===== src/rtl/xor_cfg_loader_if.sv =====
// Configuration port bundle for xor_cfg_loader: serial frame input, daisy-chain
// output, committed cipher settings and status flags.
interface xor_cfg_loader_if #(
  parameter int LFSR_W = 32
);
  logic              cfg_en;
  logic              cfg_i;
  logic              cfg_o;
  logic              cfg_err_clr;
  logic [LFSR_W-1:0] taps;
  logic [LFSR_W-1:0] seed;
  logic              cipher_en;
  logic              lfsr_load;
  logic              cfg_busy;
  logic              cfg_err;

  modport master (
    output cfg_en, cfg_i, cfg_err_clr,
    input  cfg_o, taps, seed, cipher_en, lfsr_load, cfg_busy, cfg_err
  );

  modport slave (
    input  cfg_en, cfg_i, cfg_err_clr,
    output cfg_o, taps, seed, cipher_en, lfsr_load, cfg_busy, cfg_err
  );
endinterface


===== src/rtl/xor_cfg_loader.sv =====
// Serial configuration loader for the XOR cipher stage: shifts in a framed
// {cipher_en, seed, taps} word, validates it on frame close and commits it.
module xor_cfg_loader #(
  parameter int                LFSR_W       = 32,
  parameter logic [LFSR_W-1:0] DEFAULT_TAPS = 32'h0000_0060,
  parameter logic [LFSR_W-1:0] DEFAULT_SEED = 32'h0000_0001,
  parameter logic              DEFAULT_EN   = 1'b0
) (
  input  logic               clk,
  input  logic               rst,
  xor_cfg_loader_if.slave    bus
);

  localparam int         FRAME_W   = 2 * LFSR_W + 1;
  localparam logic [6:0] FRAME_CNT = 7'(FRAME_W);
  localparam logic [6:0] CNT_MAX   = 7'd127;

  typedef enum logic [1:0] {
    IDLE  = 2'd0,
    SHIFT = 2'd1,
    CHECK = 2'd2,
    LOAD  = 2'd3
  } state_e;

  state_e              state_q, state_d;
  logic [FRAME_W-1:0]  sr_q, sr_d;
  logic [6:0]          cnt_q, cnt_d;
  logic [LFSR_W-1:0]   taps_q, taps_d;
  logic [LFSR_W-1:0]   seed_q, seed_d;
  logic                en_q, en_d;
  logic                load_q, load_d;
  logic                err_q, err_d;
  logic                frame_valid;
  logic [FRAME_W-1:0]  sr_shifted;

  assign sr_shifted  = {sr_q[FRAME_W-2:0], bus.cfg_i};
  assign frame_valid = (cnt_q == FRAME_CNT) && (|sr_q[2*LFSR_W-1:LFSR_W]);

  // NOTE: every _d gets its hold value first so no path through the case leaves it unassigned (no latches).
  always_comb begin
    state_d = state_q;
    sr_d    = sr_q;
    cnt_d   = cnt_q;
    taps_d  = taps_q;
    seed_d  = seed_q;
    en_d    = en_q;
    load_d  = load_q;
    err_d   = err_q;

    // Clear is applied first so a rejection in the same cycle overrides it.
    if (bus.cfg_err_clr) begin
      err_d = 1'b0;
    end

    unique case (state_q)
      IDLE: begin
        if (bus.cfg_en) begin
          state_d = SHIFT;
          sr_d    = sr_shifted;
          cnt_d   = 7'd1;
        end
      end
      SHIFT: begin
        if (bus.cfg_en) begin
          sr_d  = sr_shifted;
          cnt_d = (cnt_q == CNT_MAX) ? cnt_q : cnt_q + 7'd1;
        end else begin
          state_d = CHECK;
        end
      end
      CHECK: begin
        cnt_d = 7'd0;
        if (frame_valid) begin
          state_d = LOAD;
          taps_d  = sr_q[LFSR_W-1:0];
          seed_d  = sr_q[2*LFSR_W-1:LFSR_W];
          en_d    = sr_q[2*LFSR_W];
          load_d  = 1'b1;
        end else begin
          state_d = IDLE;
          err_d   = 1'b1;
        end
      end
      LOAD: begin
        load_d  = 1'b0;
        state_d = IDLE;
      end
      default: state_d = IDLE;
    endcase
  end

  // NOTE: state registers use non-blocking assignments so all flops update together at the edge.
  always_ff @(posedge clk) begin
    if (rst) begin
      state_q <= IDLE;
      sr_q    <= '0;
      cnt_q   <= '0;
      taps_q  <= DEFAULT_TAPS;
      seed_q  <= DEFAULT_SEED;
      en_q    <= DEFAULT_EN;
      load_q  <= 1'b0;
      err_q   <= 1'b0;
    end else begin
      state_q <= state_d;
      sr_q    <= sr_d;
      cnt_q   <= cnt_d;
      taps_q  <= taps_d;
      seed_q  <= seed_d;
      en_q    <= en_d;
      load_q  <= load_d;
      err_q   <= err_d;
    end
  end

  assign bus.cfg_o     = sr_q[FRAME_W-1];
  assign bus.taps      = taps_q;
  assign bus.seed      = seed_q;
  assign bus.cipher_en = en_q;
  assign bus.lfsr_load = load_q;
  assign bus.cfg_busy  = (state_q != IDLE);
  assign bus.cfg_err   = err_q;

endmodule


===== src/flat_wrapper.sv =====
// flat-port wrapper written by rule: the top's interface ports become plain ports
module xor_cfg_loader_flat 
#(
  parameter int                LFSR_W       = 32,
  parameter logic [LFSR_W-1:0] DEFAULT_TAPS = 32'h0000_0060,
  parameter logic [LFSR_W-1:0] DEFAULT_SEED = 32'h0000_0001,
  parameter logic              DEFAULT_EN   = 1'b0
)
  (clk, rst, bus_cfg_en, bus_cfg_i, bus_cfg_err_clr, bus_cfg_o, bus_taps, bus_seed, bus_cipher_en, bus_lfsr_load, bus_cfg_busy, bus_cfg_err);
  xor_cfg_loader_if #(.LFSR_W(LFSR_W)) bus_i ();
  input  logic clk;
  input  logic rst;
  input wire logic [$bits(bus_i.cfg_en)-1:0] bus_cfg_en;
  input wire logic [$bits(bus_i.cfg_i)-1:0] bus_cfg_i;
  input wire logic [$bits(bus_i.cfg_err_clr)-1:0] bus_cfg_err_clr;
  output wire logic [$bits(bus_i.cfg_o)-1:0] bus_cfg_o;
  output wire logic [$bits(bus_i.taps)-1:0] bus_taps;
  output wire logic [$bits(bus_i.seed)-1:0] bus_seed;
  output wire logic [$bits(bus_i.cipher_en)-1:0] bus_cipher_en;
  output wire logic [$bits(bus_i.lfsr_load)-1:0] bus_lfsr_load;
  output wire logic [$bits(bus_i.cfg_busy)-1:0] bus_cfg_busy;
  output wire logic [$bits(bus_i.cfg_err)-1:0] bus_cfg_err;
  assign bus_i.cfg_en = bus_cfg_en;
  assign bus_i.cfg_i = bus_cfg_i;
  assign bus_i.cfg_err_clr = bus_cfg_err_clr;
  assign bus_cfg_o = bus_i.cfg_o;
  assign bus_taps = bus_i.taps;
  assign bus_seed = bus_i.seed;
  assign bus_cipher_en = bus_i.cipher_en;
  assign bus_lfsr_load = bus_i.lfsr_load;
  assign bus_cfg_busy = bus_i.cfg_busy;
  assign bus_cfg_err = bus_i.cfg_err;
  xor_cfg_loader #(.LFSR_W(LFSR_W), .DEFAULT_TAPS(DEFAULT_TAPS), .DEFAULT_SEED(DEFAULT_SEED), .DEFAULT_EN(DEFAULT_EN)) u_core (.clk(clk), .rst(rst), .bus(bus_i));
endmodule

===== config.mk =====
export PLATFORM = sky130hd
export DESIGN_NAME = xor_cfg_loader_flat
export DESIGN_NICKNAME = d
export VERILOG_FILES = /design/src/rtl/xor_cfg_loader_if.sv /design/src/rtl/xor_cfg_loader.sv /design/src/flat_wrapper.sv
export SDC_FILE = /design/constraint.sdc
export NUM_CORES = 1
export LEC_CHECK = 0
export CAP_MARGIN = 25
export CORE_MARGIN = 2
export CORE_UTILIZATION = 29
export DETAILED_ROUTE_END_ITERATION = 10
export PLACE_DENSITY_LB_ADDON = 0.05
export SETUP_SLACK_MARGIN = 0.02
export SLEW_MARGIN = 20
export SYNTH_ARGS = -nofsm -noshare
export SYNTH_HDL_FRONTEND = slang
export SYNTH_SLANG_ARGS = --single-unit

===== constraint.sdc =====
create_clock -name clk -period 2 [get_ports clk]
set_input_delay 0.2 -clock clk [delete_from_list [all_inputs] [get_ports clk]]
set_output_delay 0.2 -clock clk [all_outputs]
set_load 0.01 [all_outputs]

==> flow_summary.toml <==
[synthesis]
ys_warn_count = 0
synth_async_sr_flop_share = 0
synth_fp_nets = 670
post_synth_num_cell_types = 30
synth_seq_cells = 141
synth.avg_cell_area_sq_um = 8.848
netlist_instances = 659
netlist_area_sq_um = 5831
yosys.area.top_type_share = 0.4841
yosysTopAreaCell = "dfxtp_1"
synth_edf_count = 0
yosys_most_used_dff = "dfxtp_1"
synthTopCellsByArea = "dfxtp_1 48%, nand2b_1 14%, mux2i_1 11%"
yosysSeqAreaShare = 0.4841

[pwr]
p_per_area_nw_per_um2 = 926.6
p_seq_frac = 0.402
cellLeakagePower_nw = 3.021
swShare = 0.2641
peakVddDrop_v = 0.0004962
pwr-share-clk = 0.460
totalPowerFinal_mw = 7.207
p_switching_mw = 1.903
power.internal_mw = 5.304
p_comb_frac = 0.138

[grt]
antenna_found_initial = 0
grt_pass1_vias = 4371
overflow = 0
grt_pass1_wl_um = 21860
grt_max_degree = 66
grt.total_usage = 0.1250

[timing]
final-setup-viol-count = 0
tns_ps = 0
hold_violations = 0
drv_slew = 0
whs_ps = 266.4
relSlewSlack = 0.6584
period_share = 0.9713
clock_skew_ps = 7.808
clock.fmax_ghz = 0.5148
post-route-min-period_ps = 1943
rsz0062_at_grt = "yes"
worst_slew_pin_slew_ps = 512.5

[floorplanning]
num_rows = 51
die_x_um = 145.8
core_sq_um = 19590
die_h_um = 145.8
start_util = 0.2976
die_area_sq_um = 21260
io_pins = 74

[drt]
dr.pass1.iters = 4
wl_per_cell_um = 12.76
ant_nets = 0
vias = 4571
drc_errors = 0
drt-total-wl_um = 12980
drt-initial-drc-count = 227
viasPerCell = 4.495

[clock_tree]
htreeDepth = 4
cts_sinks = 141
cts_made_buffers = 17
clk_pin_slew_worst_paths_ps = 60
cts_tree = "built"
holdBufCountCts = 0
root_buffer = "clkbuf_16"
clockBufferDepth = 2
clk_latency_ps = 420

[worst_setup_path]
crit_start = "u_core.cnt_q[1]"
critical_path.max_stage_delay_ps = 470
r2r_end = "u_core.bus.taps[2]"
path_class = "register to register"
rr_worst_depth = 8
endpoint = "u_core.bus.taps[2]"
arrival_ps = 2240
reg2reg_slack_ps = 60
path_max_fanout = 7
crit_required_ps = 2300
cp_cell_sequence = "inv_2, ha_1, or4b_4, nor3b_4, o211ai_1, buf_6, buf_12, mux2i_2"
critPathLaunchType = "register"
r2r-start = "u_core.cnt_q[1]"
end_kind = "register"
cp_slowest_cell = "or4b_4"

[layout]
drive_above_1_share = 0.1130
layout.nets = 750
num_antenna_cells = 0
syn_to_final_growth_pct = 33.41
final_util = 0.3971
instances_no_fill = 1017

[placed_design]
gp_congestion = 0.7594
hpwl_um = 8189
placement.io_buffers = 73
dp.cells = 979

[min_path]
holdCritPathClass = "primary input to register"
worstHoldStart = "rst"

[outcome]
status = "finished clean"

[flow_run]
cap_violations = 0
-- synth_stat cells, types with 3 or more instances --
cell type / number
nor4_1: 8
nand2_1: 134
o31ai_1: 5
buf_1: 3
o21ai_0: 3
o211ai_1: 3
or4_1: 6
dfxtp_1: 141
buf_2: 3
a21oi_1: 74
nor2_1: 14
mux2i_1: 66
buf_6: 4
inv_1: 5
nand4_1: 4
clkbuf_1: 37
ha_1: 6
and3_1: 3
nand2b_1: 126
-- critical path, delay by kind of cell (launching register included) --
kind | cells | cell delay (ps)
compound gates | 1 | 160
buf+inv | 3 | 390
mux | 1 | 140
flops | 1 | 330
fa+ha+maj | 1 | 120
simple gates | 2 | 680
-- power groups by stage --
stage               Sequential, mW  Combinational, mW  Clock, mW
detailed placement            2.95              0.981          0
finish                        2.90              0.996       3.32
CTS                           2.89              0.980       3.42
floorplan                     2.94              0.587          0
global route                  2.90               1.13       3.55
global placement              2.95              0.989          0
-- kinds of logic (layout without fill, tap and decap cells) --
logic type | after synthesis | after routing | share of synthesized area
AND/OR/NAND/NOR | 301 | 301 | 0.2627
flip-flops | 141 | 141 | 0.4841
AO/OA/AOI/OAI | 93 | 93 | 0.08777
multiplexers | 66 | 66 | 0.1133
buffers and inverters | 52 | 145 | 0.03927
adder cells (fa/ha/maj) | 6 | 6 | 0.01288
-- timing repair --
action | CTS | global route
buffers inserted | 1 | 3
pin swaps | 1 | 3
endpoints found under the setup margin | 68 | 70
gates resized for setup | 5 | 14
cloned | 0 | 2
-- how the worst min path moves through the flow --
stage          cells past startpoint               to  slack (ps)
2_1_floorplan                      2   u_core.sr_q[0]         340
3_3_place_gp                       2  u_core.sr_q[13]         460
3_5_place_dp                       2  u_core.sr_q[19]         460
4_1_cts                            2  u_core.sr_q[35]         250
5_1_grt                            2  u_core.cnt_q[1]         280
6_report                           2  u_core.cnt_q[3]         270
-- cell usage in the layout (no fill, tap or decap), types with 3 or more instances in the layout --
cell type,instances
and3_1,3
o31ai_1,5
bufinv_16,4
or4_1,6
nand2b_1,126
dfxtp_1,135
nor2_1,14
a21oi_1,74
nand4_1,4
nor4_1,7
clkinv_2,5
buf_12,9
buf_4,23
inv_1,3
dfxtp_2,5
clkdlybuf4s50_1,71
o211ai_1,3
clkinvlp_4,3
clkbuf_16,19
ha_1,5
nand2_1,134
mux2i_1,65
-- sequential cells by signal, summed over array words and instances, names as in the netlist --
register,cells
u_core.state_q,2
u_core.sr_q,65
u_core.bus.cfg_err,1
u_core.cnt_q,7
u_core.bus.cipher_en,1
u_core.bus.taps,32
u_core.bus.lfsr_load,1
u_core.bus.seed,32
-- metrics by stage --
stage | worst slack, ps | cell area [sq um]
3_5_place_dp | -111.8 | 7023
6_report | 57.45 | 7779
5_1_grt | -27.02 | 7779
4_1_cts | 25.47 | 7660
2_1_floorplan | 98.49 | 5831
3_3_place_gp | -63.40 | 7023
-- metal layers --
layer / GRT usage / share of wire / up-vias
met5: 0 / 0 / -
met4: 0.04265 / 0.010 / 0
met3: 0.04107 / 0.036 / 9
met2: 0.1884 / 0.45 / 60
met1: 0.1677 / 0.51 / 2154
li1: - / - / 2348
-- cell type report --
type,count,area [sq um]
clock buffers,17,425.4
clock inverters,15,196.4
fillers,1979,11810
inverters,5,18.77
multi-input cells,466,2829
flip-flops and latches,141,2833
well taps,265,331.6
repair buffers,108,1145
No activity file was read; power rests on OpenSTA's default activity.
